==> src/rtl/lcd_pkg.sv <==
// Shared definitions for the HD44780 set-up sequencer and its write strobe:
// control-bit positions, command bytes, wait classes, FSM encodings and the command ROM.
package lcd_pkg;

    localparam int CTRL_RS = 2;
    localparam int CTRL_RW = 1;
    localparam int CTRL_E  = 0;

    localparam logic [7:0] FUNC_WAKE = 8'h30;
    localparam logic [7:0] FUNC_SET  = 8'h38;
    localparam logic [7:0] DISP_OFF  = 8'h08;
    localparam logic [7:0] CLEAR     = 8'h01;
    localparam logic [7:0] ENTRY     = 8'h06;
    localparam logic [7:0] DISP_ON   = 8'h0C;

    localparam logic [2:0] LAST_IDX = 3'd7;

    typedef enum logic [1:0] {
        WAIT_SHORT = 2'd0,
        WAIT_LONG  = 2'd1,
        WAIT_CLEAR = 2'd2
    } wait_class_e;

    typedef enum logic [1:0] {
        ST_PWR_WAIT = 2'd0,
        ST_WRITE    = 2'd1,
        ST_WAIT     = 2'd2,
        ST_DONE     = 2'd3
    } set_up_state_e;

    typedef enum logic [1:0] {
        STB_IDLE  = 2'd0,
        STB_SETUP = 2'd1,
        STB_PULSE = 2'd2,
        STB_HOLD  = 2'd3
    } strobe_state_e;

    typedef struct packed {
        logic [7:0]  cmd;
        wait_class_e cls;
    } rom_entry_t;

    function automatic rom_entry_t rom_lookup(input logic [2:0] idx);
        rom_entry_t e;
        case (idx)
            3'd0:    e = '{cmd: FUNC_WAKE, cls: WAIT_LONG};
            3'd1:    e = '{cmd: FUNC_WAKE, cls: WAIT_SHORT};
            3'd2:    e = '{cmd: FUNC_WAKE, cls: WAIT_SHORT};
            3'd3:    e = '{cmd: FUNC_SET,  cls: WAIT_SHORT};
            3'd4:    e = '{cmd: DISP_OFF,  cls: WAIT_SHORT};
            3'd5:    e = '{cmd: CLEAR,     cls: WAIT_CLEAR};
            3'd6:    e = '{cmd: ENTRY,     cls: WAIT_SHORT};
            default: e = '{cmd: DISP_ON,   cls: WAIT_SHORT};
        endcase
        return e;
    endfunction

    function automatic int max2(input int a, input int b);
        return (a > b) ? a : b;
    endfunction

    // Counter holds N-1, so $clog2(N) bits suffice; keep at least one bit.
    function automatic int cnt_width(input int max_cyc);
        return (max_cyc < 2) ? 1 : $clog2(max_cyc);
    endfunction

endpackage

==> src/rtl/lcd_write_strobe.sv <==
// One LCD bus write: byte/RS/RW presented for SETUP_CYC, E high for EN_HIGH_CYC,
// then held for HOLD_CYC. A new write may be accepted in the last hold cycle.
module lcd_write_strobe
    import lcd_pkg::*;
#(
    parameter int SETUP_CYC   = 10,
    parameter int EN_HIGH_CYC = 25,
    parameter int HOLD_CYC    = 10,
    parameter int CNT_W       = 5
) (
    input  logic       clk,
    input  logic       rstN,
    input  logic       go,
    input  logic       clr,
    input  logic       rs,
    input  logic       rw,
    input  logic [7:0] wr_byte,
    output logic [2:0] ctrl,
    output logic [7:0] data,
    output logic       last
);

    strobe_state_e    state_q, state_d;
    logic [CNT_W-1:0] cnt_q, cnt_d;
    logic [2:0]       ctrl_q, ctrl_d;
    logic [7:0]       data_q, data_d;
    logic             accept;

    // E is a flop with async clear so it drops the instant reset asserts.
    always_ff @(posedge clk or negedge rstN) begin
        if (!rstN) begin
            state_q <= STB_IDLE;
            cnt_q   <= '0;
            ctrl_q  <= '0;
            data_q  <= '0;
        end else begin
            state_q <= state_d;
            cnt_q   <= cnt_d;
            ctrl_q  <= ctrl_d;
            data_q  <= data_d;
        end
    end

    always_comb begin
        last    = (state_q == STB_HOLD) && (cnt_q == '0);
        accept  = go && ((state_q == STB_IDLE) || last);
        state_d = state_q;
        cnt_d   = (cnt_q == '0) ? '0 : cnt_q - 1'b1;
        case (state_q)
            STB_IDLE: begin
                if (accept) begin
                    state_d = STB_SETUP;
                    cnt_d   = CNT_W'(SETUP_CYC - 1);
                end
            end
            STB_SETUP: begin
                if (cnt_q == '0) begin
                    state_d = STB_PULSE;
                    cnt_d   = CNT_W'(EN_HIGH_CYC - 1);
                end
            end
            STB_PULSE: begin
                if (cnt_q == '0) begin
                    state_d = STB_HOLD;
                    cnt_d   = CNT_W'(HOLD_CYC - 1);
                end
            end
            STB_HOLD: begin
                if (cnt_q == '0) begin
                    if (accept) begin
                        state_d = STB_SETUP;
                        cnt_d   = CNT_W'(SETUP_CYC - 1);
                    end else begin
                        state_d = STB_IDLE;
                    end
                end
            end
            default: state_d = STB_IDLE;
        endcase
    end

    // Bus value only changes when a write is accepted, i.e. on SETUP entry.
    always_comb begin
        ctrl_d = ctrl_q;
        data_d = data_q;
        if (clr) begin
            ctrl_d = '0;
            data_d = '0;
        end else if (accept) begin
            data_d          = wr_byte;
            ctrl_d[CTRL_RS] = rs;
            ctrl_d[CTRL_RW] = rw;
        end
        ctrl_d[CTRL_E] = (state_d == STB_PULSE);
    end

    assign ctrl = ctrl_q;
    assign data = data_q;

endmodule

==> src/rtl/lcd_set_up.sv <==
// Power-on initialisation sequencer for an HD44780 panel in 8-bit mode: waits out
// power-up, writes the 8-entry command ROM with per-command execution waits, then hands off.
module lcd_set_up
    import lcd_pkg::*;
#(
    parameter int POWER_UP_CYC   = 1_500_000,
    parameter int SETUP_CYC      = 10,
    parameter int EN_HIGH_CYC    = 25,
    parameter int HOLD_CYC       = 10,
    parameter int SHORT_WAIT_CYC = 4_000,
    parameter int LONG_WAIT_CYC  = 410_000,
    parameter int CLEAR_WAIT_CYC = 164_000
) (
    input  logic       clk,
    input  logic       rstN,
    input  logic       start,
    output logic [2:0] ctrlLcdSetUp,
    output logic [7:0] dataLcdSetUp,
    output logic       busy,
    output logic       setUpDone
);

    localparam int MAX_CYC = max2(max2(max2(POWER_UP_CYC, LONG_WAIT_CYC),
                                       max2(CLEAR_WAIT_CYC, SHORT_WAIT_CYC)),
                                  max2(max2(SETUP_CYC, EN_HIGH_CYC), HOLD_CYC));
    localparam int CNT_W = cnt_width(MAX_CYC);

    set_up_state_e    state_q, state_d;
    logic [CNT_W-1:0] cnt_q, cnt_d;
    logic [2:0]       idx_q, idx_d;
    logic             busy_q, busy_d;
    logic             done_q, done_d;
    logic             go;
    logic             stb_last;
    logic [CNT_W-1:0] wait_load;
    rom_entry_t       cur_entry;
    rom_entry_t       next_entry;

    always_ff @(posedge clk or negedge rstN) begin
        if (!rstN) begin
            state_q <= ST_PWR_WAIT;
            cnt_q   <= CNT_W'(POWER_UP_CYC - 1);
            idx_q   <= '0;
            busy_q  <= 1'b1;
            done_q  <= 1'b0;
        end else begin
            state_q <= state_d;
            cnt_q   <= cnt_d;
            idx_q   <= idx_d;
            busy_q  <= busy_d;
            done_q  <= done_d;
        end
    end

    always_comb begin
        cur_entry = rom_lookup(idx_q);
        case (cur_entry.cls)
            WAIT_LONG:  wait_load = CNT_W'(LONG_WAIT_CYC - 1);
            WAIT_CLEAR: wait_load = CNT_W'(CLEAR_WAIT_CYC - 1);
            default:    wait_load = CNT_W'(SHORT_WAIT_CYC - 1);
        endcase
    end

    // WRITE covers SETUP/PULSE/HOLD inside the strobe; its last hold cycle hands back here.
    always_comb begin
        state_d = state_q;
        idx_d   = idx_q;
        cnt_d   = (cnt_q == '0) ? '0 : cnt_q - 1'b1;
        go      = 1'b0;
        case (state_q)
            ST_PWR_WAIT: begin
                if (cnt_q == '0) begin
                    state_d = ST_WRITE;
                    idx_d   = '0;
                    go      = 1'b1;
                end
            end
            ST_WRITE: begin
                if (stb_last) begin
                    state_d = ST_WAIT;
                    cnt_d   = wait_load;
                end
            end
            ST_WAIT: begin
                if (cnt_q == '0) begin
                    if (idx_q == LAST_IDX) begin
                        state_d = ST_DONE;
                    end else begin
                        state_d = ST_WRITE;
                        idx_d   = idx_q + 1'b1;
                        go      = 1'b1;
                    end
                end
            end
            ST_DONE: begin
                if (start) begin
                    state_d = ST_WRITE;
                    idx_d   = '0;
                    go      = 1'b1;
                end
            end
            default: state_d = ST_PWR_WAIT;
        endcase
    end

    always_comb begin
        next_entry = rom_lookup(idx_d);
        busy_d     = (state_d != ST_DONE);
        done_d     = (state_d == ST_DONE);
    end

    lcd_write_strobe #(
        .SETUP_CYC  (SETUP_CYC),
        .EN_HIGH_CYC(EN_HIGH_CYC),
        .HOLD_CYC   (HOLD_CYC),
        .CNT_W      (CNT_W)
    ) u_strobe (
        .clk    (clk),
        .rstN   (rstN),
        .go     (go),
        .clr    (state_d == ST_DONE),
        .rs     (1'b0),
        .rw     (1'b0),
        .wr_byte(next_entry.cmd),
        .ctrl   (ctrlLcdSetUp),
        .data   (dataLcdSetUp),
        .last   (stb_last)
    );

    assign busy      = busy_q;
    assign setUpDone = done_q;

endmodule
==> config.mk <==
export PLATFORM = sky130hd
export DESIGN_NAME = lcd_set_up
export DESIGN_NICKNAME = d
export VERILOG_FILES = /design/src/rtl/lcd_pkg.sv /design/src/rtl/lcd_write_strobe.sv /design/src/rtl/lcd_set_up.sv
export SDC_FILE = /design/constraint.sdc
export NUM_CORES = 1
export LEC_CHECK = 0
export ABC_AREA = 1
export BUFFER_PORTS_ARGS = -buffer_cell sky130_fd_sc_hd__buf_2
export CORE_MARGIN = 10
export CORE_UTILIZATION = 51
export DETAILED_ROUTE_END_ITERATION = 6
export GPL_TIMING_DRIVEN = 0
export PLACE_DENSITY = 0.8
export REMOVE_ABC_BUFFERS = 1
export SYNTH_ARGS = -nofsm -noshare
export SYNTH_HDL_FRONTEND = slang
export SYNTH_HIERARCHICAL = 1
export SYNTH_SLANG_ARGS = --single-unit
==> constraint.sdc <==
create_clock -name clk -period 2.2 [get_ports clk]
set_input_delay 0.55 -clock clk [delete_from_list [all_inputs] [get_ports clk]]
set_output_delay 0.55 -clock clk [all_outputs]
set_load 0.05 [all_outputs]
; Word level (Yosys, flattened, before mapping)
; Cells that the tools add are included.
[word_totals]
reg_bits = 62
input_bits = 3
word_cells = 87
[classes]
addsub = 3
eq_ne = 24
muxes = 38
n_reduce_logical = 12
[op_table]
columns = op, n
row1 = 21-bit 2-to-1 mux, 8
row2 = 21-bit one-hot mux with 4 select lines, 1
row3 = 8-bit one-hot mux with 6 select lines, 1
row4 = 21-bit logical NOT, 2
row5 = 21-bit by 1-bit subtractor with 21-bit output (second input constant), 2
row6 = 19-bit one-hot mux with 2 select lines, 1
row7 = 2-bit 2-to-1 mux, 11
row8 = 3-bit equality test (second input constant), 7
row9 = 8-bit 2-to-1 mux, 2
row10 = 2-bit one-hot mux with 4 select lines, 2
row11 = 2-bit equality test (second input constant), 7
row12 = 3-bit by 2-bit equality test with 1-bit output (second input constant), 4
row13 = 3-bit 2-to-1 mux, 4
row14 = 2-bit one-hot mux with 6 select lines, 1
row15 = 3-bit one-hot mux with 3 select lines, 1
row16 = 2-bit by 1-bit equality test with 1-bit output (second input constant), 3
row17 = 3-bit by 1-bit equality test with 1-bit output (second input constant), 2
row18 = 3-bit logical NOT, 2
row19 = 1-bit 2-to-1 mux, 5
row20 = 2-bit logical NOT, 2
row21 = 2-bit OR reduction, 2
row22 = 3-bit by 1-bit adder with 3-bit output (second input constant), 1
row23 = 1-bit one-hot mux with 3 select lines, 1
row24 = 1-bit logical AND, 2
row25 = 3 further kinds, 3

; Longest topological paths before layout
[depth]
word_depth = 9
depth_mapped = 15
mapped_depth_nobuf = 14

; By module
; The synthesis kept the hierarchy.
[by_module_without_submodules]
columns = module, instances, cells_per_inst, area_per_inst_um2
row1 = lcd_write_strobe, 1, 224, 1830.5
row2 = lcd_set_up, 1, 194, 1622.8

; Worst setup path before layout
; OpenSTA, ideal clock, no wires.
[synth_timing]
kind = register to register
from = register cnt_q[0] (netlist name)
to = register u_strobe.cnt_q[18]
setup_ns = 0.077
arrival_ns = 1.937
required_ns = 2.123
slack_ns = 0.185
path_stages_with_launch = 15
path_buffers = 1
cell_sequence = dfstp_2 inv_1 ha_1 nand2_2 nor2_4 nand3_4 nand2_1 nand2_2 inv_1 nand2_1 nor2_1 inv_1 nand2_2 buf_6 a21oi_1
[synth_lines]
columns = item, line
row1 = to (signal assigned), lcd_write_strobe.sv:38  ; cnt_q <= cnt_d;
row2 = to (decl), lcd_write_strobe.sv:24  ; logic [CNT_W-1:0] cnt_q, cnt_d;

; Final worst setup path
[layout_timing]
from = register u_strobe.cnt_q[0]
to = register u_strobe.data_q[5], in the netlist u_strobe/data[5]
[layout_between]
elab_chain_cells = 6
[layout_lines]
columns = item, line
row1 = 21-bit logical NOT *, lcd_write_strobe.sv:45  ; last = (state_q == STB_HOLD) && (cnt_q == '0);
row2 = 1-bit logical AND *, lcd_write_strobe.sv:45
row3 = via stb_last, lcd_set_up.sv:34  ; logic stb_last;
row4 = 2-bit 2-to-1 mux *, lcd_set_up.sv:79  ; if (stb_last) begin
row5 = 2-bit one-hot mux with 4 select lines *, lcd_set_up.sv:70  ; case (state_q)
row6 = via state_d[1], lcd_set_up.sv:28  ; set_up_state_e state_q, state_d;
row7 = 2-bit equality test *, n/a
row8 = via done_d, lcd_set_up.sv:32  ; logic done_q, done_d;
row9 = 8-bit 2-to-1 mux / 2-bit nonzero test (equally long branches), n/a
row10 = to (signal assigned), lcd_write_strobe.sv:40  ; data_q <= data_d;
row11 = to (decl), lcd_write_strobe.sv:26  ; logic [7:0] data_q, data_d;
; Mark *: on every way through the listed nets, which the timed path passes. The rest lies on a longest branch.
; A chain may end at the register's enable or synchronous reset.

==> flow_summary.ini <==
[clocking]
cts_made_buffers = 9
cts_tree = yes
cts-root-buf = clkbuf_8
hold_buffers = 0
cts.sinks = 62
insertion_delay_ns = 0.35
clockBufferDepth = 2
clk_pin_slew_ns = 0.07
htree_levels = 3

[routing]
wl_met2_mm = 3.51
detail_route.iter0.violations = 151
route.detailed.drc = 0
viasPerCell = 5.31
highest_layer = met4
dr.pass1.iters = 4
final_antenna_net_count = 0
detail_route.wl_per_cell_um = 13.5
routed-via-count = 2867
wl_mm = 7.31
wl_met3_um = 356
wl_met1_mm = 3.21

[worst_setup_path]
cp.arrival_ns = 2.28
critPathLaunchType = register
cp-end-kind = register
max_stage_delay_ns = 0.40
slowest_stage = dfrtp_1
crit_type = reg -> reg
r2r_slack_ns = 0.15
cp.required_ns = 2.43
crit_chain = inv_2 > ha_2 > nand3_2 > nor2_4 > nand3_4 > nor2_4 > nand2_4 > o211ai_1 > nand2_1 > inv_4 > clkinvlp_4 > nand4_1 > nand2_1
path_max_fanout = 5

[power]
clock_power_share_pct = 42.5
internal-power_w = 0.00158
power.density_mw_per_mm2 = 506
ir_worst_vdd_uv = 380
power.share.combinational_pct = 1.2
power.switching_w = 0.000449
leakage_nw = 2.16
swShare_pct = 22.2
share_seq_of_total_power_pct = 56.4

[timing]
relSlewSlack_pct = 49.2
worst_pin_slew_ns = 0.762
fin_crit_sh_pct = 93.3
final_max_slew_viol_count = 0
setup_tns_ns = 0
fmax_mhz = 487
period_needed_ns = 2.05
hold_viol_final = 0
fin_skew_ns = 0.0128
setup_viol = 0

[status]
status = finished, final reports clean

[global_routing]
grt-ovfl-total = 0
antenna_found_initial = 0
grtUsageTotal_pct = 14.9
grt_max_degree = 63
grt_pass1_vias = 2801
grt_pass1_wl_mm = 12.6

[cells_and_area]
nets = 467
drive_above_1_share_pct = 26.8
final_area_mm2 = 0.00400
area_growth_pct = 15.9
antenna_cells = 0
fill_cells = 517

[place]
place.gp.congestion = 0.890
post_dp_cell_area_mm2 = 0.00359
hpwl_mm = 4.79
numPortBuffers = 15

[synth]
netlist-cell-type-count = 39
syn_area_mm2 = 0.00345
synthCells = 418
ys_dominant_reg_cell = dfrtp_1
synth.largest_area_cell = dfrtp_1
yosysMostFrequentCell = nand2_1
synth_top_area_share_pct = 34.1
synth_common_cells = nand2_1, nor2_1, dfrtp_1, inv_1, nand3_1
synth.area.top_cells = dfrtp_1, dfstp_2, nand2_1
ys.warnings.count = 6
async_reset_ff_share_pct = 100
syn_area_per_cell_um2 = 8.26
ys_ff_latch = 62
seq_area_frac_synth_pct = 45.5
synth_edf_count = 0

[floorplanning]
initial_core_util_pct = 53.5
num_rows = 29
die_h_um = 102
io_pins = 16
fp.dieW_um = 102
die-area_mm2 = 0.0105
core_mm2 = 0.00646

[run]
maxCapViolations = 0

[min_path]
hold_class = in -> async
cell families after synthesis:
logic type	Yosys count	share of synthesized area, %
flops	62	45.5
fa+ha+maj	6	2.17
xor+xnor	22	5.58
buf+inv	56	6.63
simple gates	234	34.0
compound gates	37	6.05
other cells	1	0.109
critical path, delay by kind of cell, from the launching register on:
kind | cells | cell delay, ns
AND/OR/NAND/NOR | 8 | 0.85
flip-flops | 1 | 0.40
buffers and inverters | 3 | 0.39
AO/OA/AOI/OAI | 1 | 0.11
adder cells (fa/ha/maj) | 1 | 0.18
power groups by stage:
| stage | Clock, W | Combinational (W) | Sequential [W] |
|---|---|---|---|
| 3_5_place_dp | 0 | 0.0000252 | 0.00116 |
| 6_report | 0.000860 | 0.0000240 | 0.00114 |
| 4_1_cts | 0.000879 | 0.0000251 | 0.00114 |
| 5_1_grt | 0.000912 | 0.0000288 | 0.00114 |
| 3_3_place_gp | 0 | 0.0000247 | 0.00116 |
| 2_1_floorplan | 0 | 0.000000728 | 0.00116 |
cell type report:
type	count	area, um^2	share of cell area (%)
clock buffers	12	145	3.63
clock inverters	4	22.5	0.563
inverters	49	193	4.81
multi-input cells	303	1760	44.0
flip-flops and latches	62	1570	39.2
well taps	77	96.3	2.41
repair buffers	30	194	4.85
repair inverters	3	22.5	0.563
routing by layer:
metal / GRT usage, % / up-vias
li1: - / 1426
met1: 18.2 / 1367
met2: 23.5 / 52
met3: 3.91 / 22
met4: 8.24 / 0
met5: 0 / -
repair_timing:
action	CTS	global route
endpoints found under the setup margin	37	43
pin swaps	5	5
cloned	3	0
setup buffers	8	7
resized for setup	19	12
state kept, by name, indices dropped and copies added, names as in the netlist:
register,cells
cnt_q,21
u_strobe/data,8
busy,1
u_strobe/cnt_q,21
idx_q,3
state_q,2
setUpDone,1
u_strobe/ctrl,3
u_strobe/state_q,2
layout by cell type (no fill, tap or decap), types with 4 or more instances in the layout:
cell type   netlist  routed
o21ai_0          12      12
nor2_2           12      13
nand2_1          71      69
inv_2             4       6
inv_1            45      40
conb_1            1       4
xnor2_1           7       7
dfrtp_1          47      47
buf_4             0      15
nand4_1          17      17
nor2_4            6       8
dfstp_2          15      15
clkinvlp_4        0       5
a21oi_1          11       9
nor2_1           66      63
nor3_1            9       9
nand3_2           4       4
xor2_1           15      15
buf_2             3      14
nand3_1          24      23
nand2_2          13      11
ha_1              6       4
clkbuf_8          0      10
nand2_4           1       4
per-stage QoR:
| stage | utilization [%] | hold WS, ns | instances | total power (W) | worst slack, ns |
|---|---|---|---|---|---|
| after floorplan | - | 0.254 | 414 | 0.00116 | -0.106 |
| after global placement | 55.6 | 0.482 | 506 | 0.00119 | -0.582 |
| after detailed placement | 55.6 | 0.489 | 506 | 0.00119 | -0.686 |
| after CTS | 60.4 | 0.468 | 533 | 0.00204 | -0.00115 |
| after global routing | 62.0 | 0.336 | 540 | 0.00208 | -0.0212 |
| final | 62.0 | 0.280 | 540 | 0.00203 | 0.148 |
final timing paths:
kind / from / to / cells past startpoint
worst max-delay path: u_strobe/cnt_q[0]$_DFF_PN0_ / u_strobe/data[5]$_DFFE_PN0P_ / 13
worst min-delay path: rstN / state_q[0]$_DFF_PN0_ / 1
worst max register to register: u_strobe/cnt_q[0]$_DFF_PN0_ / u_strobe/data[5]$_DFFE_PN0P_ / 13
worst min register to register: cnt_q[20]$_DFF_PN1_ / cnt_q[20]$_DFF_PN1_ / 2
max in group asynchronous: rstN / u_strobe/cnt_q[2]$_DFF_PN0_ / 1
min in group clk: start / state_q[1]$_DFF_PN0_ / 2
No activity file was read; power rests on OpenSTA's default activity.
